## src/rtl/irq_arbiter.sv

```systemverilog
// ============================================================================
// Module   : irq_arbiter
// Brief    : Edge-detecting interrupt collector with round-robin MSI arbiter,
//            per-channel overflow tracking and post-ack holdoff gap.
// Revision : 1.0 - initial release
// ============================================================================
`default_nettype none

module irq_arbiter #(
    parameter int NUM_CHANNELS   = 4,
    parameter int HOLDOFF_CYCLES = 16
) (
    input  logic                            i_clk,
    input  logic                            i_reset_n,
    input  logic [NUM_CHANNELS-1:0]         i_irq,
    input  logic [NUM_CHANNELS-1:0]         i_mask,
    input  logic                            i_msi_ack,
    input  logic                            i_overflow_clr,
    output logic                            o_msi_req,
    output logic [$clog2(NUM_CHANNELS)-1:0] o_msi_vector,
    output logic [NUM_CHANNELS-1:0]         o_pending,
    output logic [NUM_CHANNELS-1:0]         o_overflow
);

    localparam int          VEC_W     = $clog2(NUM_CHANNELS);
    localparam logic [15:0] c_HOLDOFF = 16'(HOLDOFF_CYCLES);

    localparam logic [1:0] c_IDLE    = 2'd0;
    localparam logic [1:0] c_REQ     = 2'd1;
    localparam logic [1:0] c_HOLDOFF_ST = 2'd2;

    logic [1:0]              r_state;
    logic [1:0]              w_next_state;
    logic [NUM_CHANNELS-1:0] r_prev;
    logic [NUM_CHANNELS-1:0] r_pending;
    logic [NUM_CHANNELS-1:0] r_overflow;
    logic [VEC_W-1:0]        r_vector;
    logic [VEC_W-1:0]        r_last_grant;
    logic [15:0]             r_count;

    logic [NUM_CHANNELS-1:0] w_event;
    logic [NUM_CHANNELS-1:0] w_eligible;
    logic [NUM_CHANNELS-1:0] w_clr;
    logic                    w_ack;
    logic                    w_found;
    logic [VEC_W-1:0]        w_winner;
    int                      w_idx;

    assign w_event    = i_irq & ~r_prev;
    assign w_eligible = r_pending & ~i_mask;
    assign w_ack      = (r_state == c_REQ) && i_msi_ack;

    always_comb begin
        w_clr = '0;
        if (w_ack) begin
            w_clr[r_vector] = 1'b1;
        end
    end

    // Round-robin: scan upward from the channel after the last grant, wrapping.
    always_comb begin
        w_found  = 1'b0;
        w_winner = '0;
        w_idx    = 0;
        for (int k = 1; k <= NUM_CHANNELS; k++) begin
            w_idx = int'(r_last_grant) + k;
            if (w_idx >= NUM_CHANNELS) begin
                w_idx = w_idx - NUM_CHANNELS;
            end
            if (!w_found && w_eligible[w_idx]) begin
                w_found  = 1'b1;
                w_winner = VEC_W'(w_idx);
            end
        end
    end

    always_ff @(posedge i_clk) begin
        if (!i_reset_n) begin
            r_state <= c_IDLE;
        end else begin
            r_state <= w_next_state;
        end
    end

    always_comb begin
        w_next_state = r_state;
        case (r_state)
            c_IDLE: begin
                if (w_found) begin
                    w_next_state = c_REQ;
                end
            end
            c_REQ: begin
                if (i_msi_ack) begin
                    w_next_state = (c_HOLDOFF == 16'd0) ? c_IDLE : c_HOLDOFF_ST;
                end
            end
            c_HOLDOFF_ST: begin
                if (r_count == 16'd1) begin
                    w_next_state = c_IDLE;
                end
            end
            default: w_next_state = c_IDLE;
        endcase
    end

    always_comb begin
        o_msi_req    = (r_state == c_REQ);
        o_msi_vector = r_vector;
    end

    // A coincident event re-sets pending over the ack clear and is not an overflow.
    always_ff @(posedge i_clk) begin
        if (!i_reset_n) begin
            r_prev       <= '0;
            r_pending    <= '0;
            r_overflow   <= '0;
            r_vector     <= '0;
            r_last_grant <= VEC_W'(NUM_CHANNELS - 1);
            r_count      <= 16'd0;
        end else begin
            r_prev     <= i_irq;
            r_pending  <= (r_pending & ~w_clr) | w_event;
            r_overflow <= (r_overflow & ~{NUM_CHANNELS{i_overflow_clr}})
                        | (w_event & r_pending & ~w_clr);
            if ((r_state == c_IDLE) && w_found) begin
                r_vector <= w_winner;
            end
            if (w_ack) begin
                r_last_grant <= r_vector;
                r_count      <= c_HOLDOFF;
            end else if ((r_state == c_HOLDOFF_ST) && (r_count != 16'd0)) begin
                r_count <= r_count - 16'd1;
            end
        end
    end

    assign o_pending  = r_pending;
    assign o_overflow = r_overflow;

endmodule

`default_nettype wire

```

## config.mk

```make
export PLATFORM = sky130hd
export DESIGN_NAME = irq_arbiter
export DESIGN_NICKNAME = d
export VERILOG_FILES = /design/src/rtl/irq_arbiter.sv
export SDC_FILE = /design/constraint.sdc
export NUM_CORES = 1
export LEC_CHECK = 0
export CAP_MARGIN = 40
export CELL_PAD_IN_SITES_DETAIL_PLACEMENT = 0
export CELL_PAD_IN_SITES_GLOBAL_PLACEMENT = 1
export CORE_ASPECT_RATIO = 0.8
export CORE_MARGIN = 4
export CORE_UTILIZATION = 25
export CTS_CLUSTER_SIZE = 40
export DETAILED_ROUTE_END_ITERATION = 16
export PLACE_DENSITY = 0.64
export SETUP_SLACK_MARGIN = 0.4
export SYNTH_ARGS = -nofsm -noshare
export SYNTH_HDL_FRONTEND = slang
export SYNTH_SLANG_ARGS = --single-unit
```

## constraint.sdc

```tcl
create_clock -name i_clk -period 2.2 [get_ports i_clk]
set_input_delay 0.33 -clock i_clk [delete_from_list [all_inputs] [get_ports i_clk]]
set_output_delay 0.33 -clock i_clk [all_outputs]
set_load 0.02 [all_outputs]
```

==> key figures, run 1 <==
Status
  – Status: complete, no violations

Worst setup path
  – WP buf/inv: 0
  – CP delay by family, top: simple AND/OR/NAND/NOR gates
  – Slowest stage cell, crit path: or4_4
  – WP data required: 2.43 ns
  – Maximum fanout along the worst path: 4
  – Nature of the critical path startpoint: flip-flop
  – Crit-path max cell delay: 0.55 ns
  – Critical path data arrival time: 2.04 ns
  – Crit. End Element: flip-flop
  – CP Cell Sequence: or4_4, or3_4, or4b_1, nand2_1
  – Crit Path Class: reg -> reg

Die
  – Site row count: 26
  – Die ar.: 8150 um^2
  – Ports: 23
  – Die H: 81.5 um
  – Initial cell density of the core: 26.1%
  – Die X: 99.9 um
  – Core area: 6470 um^2

Clocking
  – Buffer depth of the longest clock path: 2
  – Sink Count: 34
  – Hold buffers post-CTS: 0
  – Htree depth: 2
  – CTS clock-pin slew for the worst setup and hold paths: 0.07 ns
  – TritonCTS Buffers: 5
  – Clock insertion delay at the later pin of the skew report: 0.28 ns
  – Clock Root Buffer: clkbuf_8
  – CTS tree: built

Final layout
  – Diode count: 0
  – Multi-input gate area: 1070 um^2
  – FF+latch area: 697 um^2
  – P&R area growth vs syn: 36.4%
  – Final nets: 245
  – Proportion of layout cells with a drive suffix above 1: 23.4%
  – Fill count: 673

Synthesis
  – Syn nets: 212
  – EDFF count, synth: 0
  – Post-synth top area cell: dfxtp_1
  – Mapped Area: 1690 um^2
  – Cells after synthesis: 197
  – Flop and latch count out of synthesis: 34
  – Ys Warns: 0
  – Area share of the leading cell type in the synthesized netlist: 40.3%
  – Syn_area_per_cell: 8.58 um^2
  – Area contributors post-synth: dfxtp_1 40%, a21oi_1 4.7%, o21ai_0 3.8%
  – Distinct cells, synth: 47
  – Register area share after synthesis: 40.3%
  – Most used flip-flop cell after synthesis: dfxtp_1
  – Commonest cells post-synth: 34 x dfxtp_1, 16 x a21oi_1, 13 x nand2_1, 13 x o21ai_0
  – Top-count cell post-synth: dfxtp_1
  – FFs w/ async S/R, synth: 0%

GRT
  – Met2 usage: 16.9%
  – Total grt overflow: 0
  – GRT Overall Usage: 11.8%
  – Initial antenna violation count: 0
  – First-pass GRT wire length: 7640 um
  – Global Route met1 Usage: 17.3%
  – Layer with the highest usage: met1
  – M3 GR Usage: 2.46%
  – Number of global-route vias before repair: 1,512
  – Maximum number of pins on one net before global-route repair: 13

Routing
  – Final wirelength: 4620 um
  – Vias per cell: 5.01
  – Routed wire per std cell: 14.7 um
  – Vias: 1,578
  – Drt drc: 0
  – DRT iter0 DRCs: 71
  – Post-route ant nets: 0
  – Drt pass-1 iters: 4

STA
  – RSZ-0062 raised after global routing: true
  – Skew final: 0.00627 ns
  – Slew Viols, Final: 0
  – Worst-Margin Slew: 0.534 ns
  – Final period util: 82.3%
  – Final Hold Fails: 0
  – Period minus WS final: 1.81 ns
  – Setup violations, final: 0
  – Fmax: 552 MHz
  – Setup TNS Final: 0 ns
  – Rel. slew slack: 64.1%

Place
  – RePlAce Congestion: 0.764
  – HPWL after DPL: 3320 um
  – I/O Buffers: 22

Worst hold path
  – Hold crit path type: reg -> reg

Pwr
  – Maximum vdd drop: 0.000254 V
  – Leak: 0.000838 uW
  – Power, Total: 1490 uW
  – Pwr/cell area: 648 nW/um^2

Job
  – Number of max-cap violations: 0
## repair_timing
| item | CTS | global route |
|---|---|---|
| gates cloned | 0 | 1 |
| setup buffers | 2 | 1 |
| gates resized for setup | 5 | 33 |
| setup endpoints to repair | 6 | 15 |
| pin swaps | 1 | 9 |
## path summary, 6_finish.rpt
check / end / from / depth (start not counted) / slack (ns)
max: r_count[10] / r_count[7] / 4 / 0.39
min: r_count[7] / r_count[7] / 2 / 0.49
max reg2reg: r_count[10] / r_count[7] / 4 / 0.39
min reg2reg: r_count[7] / r_count[7] / 2 / 0.49
## cells by family after synthesis
| kind of cell | share of synthesized area [%] |
|---|---|
| AND/OR/NAND/NOR | 33.2 |
| AO/OA/AOI/OAI | 21.0 |
| flip-flops | 40.3 |
| buffers and inverters | 2.74 |
| adder cells (fa/ha/maj) | 2.22 |
| multiplexers | 0.592 |
## worst register-to-register path, cell delays in order (launching register included)
cell     delay (ns)
dfxtp_2        0.34
or4_4          0.55
or3_4          0.34
or4b_1         0.46
nand2_1        0.07
## per-layer routing
layer / vias to the layer above / share of wire, %
li1: 815 / -
met5: - / 0
met2: 20 / 43
met3: 5 / 2.8
met1: 738 / 53
met4: 0 / 1.2
## layout by cell type, fill, tap and decap left out, drive strengths merged, types with 5 or more instances in the layout
master	Yosys	final
a21oi	16	16
buf	1	11
clkbuf	6	8
clkdlybuf4s50	0	21
dfxtp	34	34
inv	5	5
nand2	13	13
nand2b	10	10
nor2	7	7
nor3	7	7
nor4	5	5
o21ai	14	14
o31ai	8	8
or3	10	10
or4	7	7
## registers in the layout, summed over array words and instances, names as in the netlist
| signal | count |
|---|---|
| r_prev | 4 |
| r_last_grant | 2 |
| r_count | 16 |
| o_msi_vector | 2 |
| o_pending | 4 |
| r_state | 2 |
| o_overflow | 4 |
## area by class of cell
class,instances,share of cell area (%)
flip-flops and latches,34,30.2
multi-input cells,151,46.6
well taps,84,4.56
clock buffers,8,4.77
repair buffers,33,13.0
inverters,5,0.922
## per-stage QoR
step	area, um^2	setup slack, ns	util (%)	std cells	hold WS (ns)
after global placement	2040	0.348	31.5	303	0.483
after detailed placement	2040	0.345	31.5	303	0.481
final	2310	0.389	35.6	315	0.489
after global routing	2310	0.354	35.6	315	0.511
after floorplan	1690	0.424	-	197	0.447
after CTS	2180	0.374	33.6	313	0.489
## where the power goes
| part | leakage, uW | internal [uW] | switching [uW] |
|---|---|---|---|
| Clock | 0.0000575 | 316 | 231 |
| Sequential | 0.000283 | 645 | 36.5 |
| Combinational | 0.000498 | 126 | 139 |
| Total | 0.000838 | 1090 | 406 |
Note: power is estimated with default switching activity, not from simulation.
==> inputs of run 2 (changes only) <==
Settings changed: PLACE_DENSITY 0.64 to 0.66.
Clock period 2.2 ns to 1.6 ns, I/O delays scaled along.
==> run 2 against run 1 <==
Against the previous run:
- the run now ends with negative setup slack left
- final cell count rose by 16%
- wire length rose by 16%
- setup slack lost 0.56 ns
- register-to-register slack worse by 0.56 ns
- combinational power grew 110%
- clock-buffer cell count fell by 1
- sequential share of layout area shrank 5.9 points
- via count rose by 16%
- sequential cell count did not move
- global-route usage increased by 0.67 points
- die area unchanged
- critical path depth did not move
- critical path type unchanged
- largest power group unchanged
==> key figures, run 2 (synthesis results as in run 1) <==
Die
  – Ports: 23 (unchanged)
  – Die H: 81.5 um (unchanged)
  – Die ar.: 8150 um^2 (unchanged)
  – Die X: 99.9 um (unchanged)
  – Core area: 6470 um^2 (unchanged)
  – Initial cell density of the core: 26.1% (unchanged)
  – Site row count: 26 (unchanged)

Clocking
  – Hold buffers post-CTS: 0 (unchanged)
  – Clock Root Buffer: clkbuf_8
  – Htree depth: 2 (unchanged)
  – Buffer depth of the longest clock path: 2 (unchanged)
  – TritonCTS Buffers: 5 (unchanged)
  – Sink Count: 34 (unchanged)
  – Clock insertion delay at the later pin of the skew report: 0.28 ns (about the same)
  – CTS tree: built
  – CTS clock-pin slew for the worst setup and hold paths: 0.07 ns (about the same)

Worst setup path
  – R2R depth: 4 (unchanged)
  – Maximum fanout along the worst path: 2 (-2)
  – CP Cell Sequence: or4_4, or3_1, or4b_1, nand2_1
  – Crit. End Element: flip-flop
  – WP buf/inv: 0 (unchanged)
  – WP data required: 1.82 ns (-0.61 ns)
  – Crit-path max cell delay: 0.53 ns (-0.02 ns)
  – Critical path data arrival time: 2.00 ns (-0.04 ns)
  – Worst reg2reg path endpoint: r_count[10]
  – Crit Path Class: reg -> reg
  – Nature of the critical path startpoint: flip-flop
  – CP delay by family, top: simple AND/OR/NAND/NOR gates
  – Flop2flop setup slack: -0.17 ns (-0.56 ns)
  – Crit path from: r_count[7]
  – Slowest stage cell, crit path: or4_4
  – Worst reg2reg startpoint: r_count[7]

GRT
  – M3 GR Usage: 2.12% (-0.34 points)
  – Total grt overflow: 0 (unchanged)
  – Global Route met1 Usage: 18.0% (+0.76 points)
  – Met2 usage: 19.0% (+2.1 points)
  – Layer with the highest usage: met2
  – First-pass GRT wire length: 8180 um (+7.0%)
  – GRT Overall Usage: 12.5% (+0.67 points)
  – Number of global-route vias before repair: 1,703 (+13%)
  – Initial antenna violation count: 0 (unchanged)
  – Maximum number of pins on one net before global-route repair: 14 (+1)

STA
  – Slew Viols, Final: 0 (unchanged)
  – RSZ-0062 raised after global routing: true
  – Final period util: 111% (+29 points)
  – Setup WS post-layout: -0.174 ns (-0.563 ns)
  – Final Hold Fails: 0 (unchanged)
  – Setup violations, final: 15 (+15)
  – Worst-Margin Slew: 0.390 ns (-0.144 ns)
  – Fmax: 564 MHz (+2.1%)
  – Rel. slew slack: 73.8% (+9.7 points)
  – Period minus WS final: 1.77 ns (-0.0374 ns)
  – Skew final: 0.00848 ns (+0.00220 ns)

Final layout
  – Final nets: 294 (+20%)
  – Biggest register: r_count
  – Proportion of layout cells with a drive suffix above 1: 50.4% (+27 points)
  – Diode count: 0 (unchanged)
  – Commonest cells after routing, fill and taps aside: 44 x buf_4, 19 x dfxtp_1, 17 x buf_6
  – Finished Cell Area: 2930 um^2 (+27%)
  – Commonest non-fill, non-tap cell in the layout: buf_4
  – P&R area growth vs syn: 73.4%
  – Largest register FFs: 16 (unchanged)

Routing
  – Final wirelength: 5370 um (+16%)
  – Drt pass-1 iters: 4 (unchanged)
  – Routed wire per std cell: 14.7 um (+0.53%)
  – Drt drc: 0 (unchanged)
  – Vias per cell: 5.01 (about the same)
  – Post-route ant nets: 0 (unchanged)
  – DRT iter0 DRCs: 132 (+86%)
  – Vias: 1,825 (+16%)

Pwr
  – Net Sw Power: 633 uW (+56%)
  – Leak: 0.00119 uW (+42%)
  – Clock power frac: 30.5% (-6.1 points)
  – Pwr/cell area: 736 nW/um^2 (+14%)
  – Power share of the combinational group: 25.3% (+7.6 points)
  – Switching share of total power: 29.3% (+2.1 points)
  – Seq pwr share: 44.2% (-1.4 points)
  – Pint: 1520 uW (+40%)
  – Maximum vdd drop: 0.000469 V (+85%)

Place
  – HPWL after DPL: 3710 um (+12%)
  – RePlAce Congestion: 0.756 (-1.0%)
  – Post-DP Area: 2410 um^2 (+18%)
  – Worst slack at placement: -0.172 ns (-0.517 ns)
  – I/O Buffers: 22 (unchanged)

Job
  – Number of max-cap violations: 0 (unchanged)

Worst hold path
  – Hold_sp: r_count[8]
  – Hold crit path type: reg -> reg
  – Worst Hold Path EP: r_count[8]
  – WHS Path Cells: 2 (unchanged)

Status
  – Status: finished, violations left
  – Failing checks: negative setup slack
-- run 2: changes by cell type in the layout (fill, tap and decap cells not counted), sizes merged --
| cell | previous run | this run |
|---|---|---|
| buf | 11 | 65 |
| clkdlybuf4s50 | 21 | 10 |
| clkdlybuf4s15 | 0 | 5 |
| clkinv | 0 | 1 |
-- run 2: through the flow --
| stage | hold WS, ns | cells | utilization, % | total power, uW | TNS, ns |
|---|---|---|---|---|---|
| detailed placement | 0.478 | 339 | 37.3 | 1370 | -1.68 |
| CTS | 0.491 | 355 | 42.6 | 2120 | -1.14 |
| global route | 0.518 | 364 | 45.3 | 2250 | -2.56 |
| floorplan | 0.349 | 197 | - | 1160 | -0.749 |
| global placement | 0.478 | 339 | 37.3 | 1370 | -1.46 |
| finish | 0.494 | 364 | 45.3 | 2160 | -1.70 |
-- run 2: worst max path at each step --
stage,to,slack [ns],depth (start not counted)
after floorplan,r_count[10],-0.15,4
after global placement,r_count[8],-0.14,6
after detailed placement,r_count[8],-0.17,6
after CTS,r_count[10],-0.16,4
after global routing,r_count[1],-0.22,5
final,r_count[10],-0.17,4
-- run 2: tightest hold or removal path, delay by kind of cell, from the launching register on --
kind	cells	cell delay, ns
DFF	1	0.34
AOI/OAI and AO/OA	2	0.11
-- run 2: repair_timing --
action / in CTS / in global routing
pin swaps: 21 / 18
hold endpoints to repair: 0 / 0
buffers inserted: 8 / 8
cloned: 0 / 1
resized for setup: 88 / 41
endpoints found under the setup margin: 40 / 37
-- run 2: routing by layer --
layer  wire length [um]  up-vias  share of wire, %
li1                   -      913                 -
met1               2710      880                50
met2               2470       28                46
met3                131        4               2.4
met4                 60        0               1.1
met5                  0        -                 0
-- run 2: layout make-up --
class	instances	area, um^2
clock buffers	7	86.3
clock inverters	1	5.00
fillers	607	3540
inverters	5	23.8
multi-input cells	151	1290
flip-flops and latches	34	712
well taps	84	105
repair buffers	82	708
-- run 2: power groups by stage --
stage / combinational (uW) / clock (uW) / sequential [uW]
finish: 546 / 658 / 954
global placement: 423 / 0 / 948
CTS: 493 / 680 / 946
global route: 587 / 706 / 959
detailed placement: 424 / 0 / 947
floorplan: 194 / 0 / 969
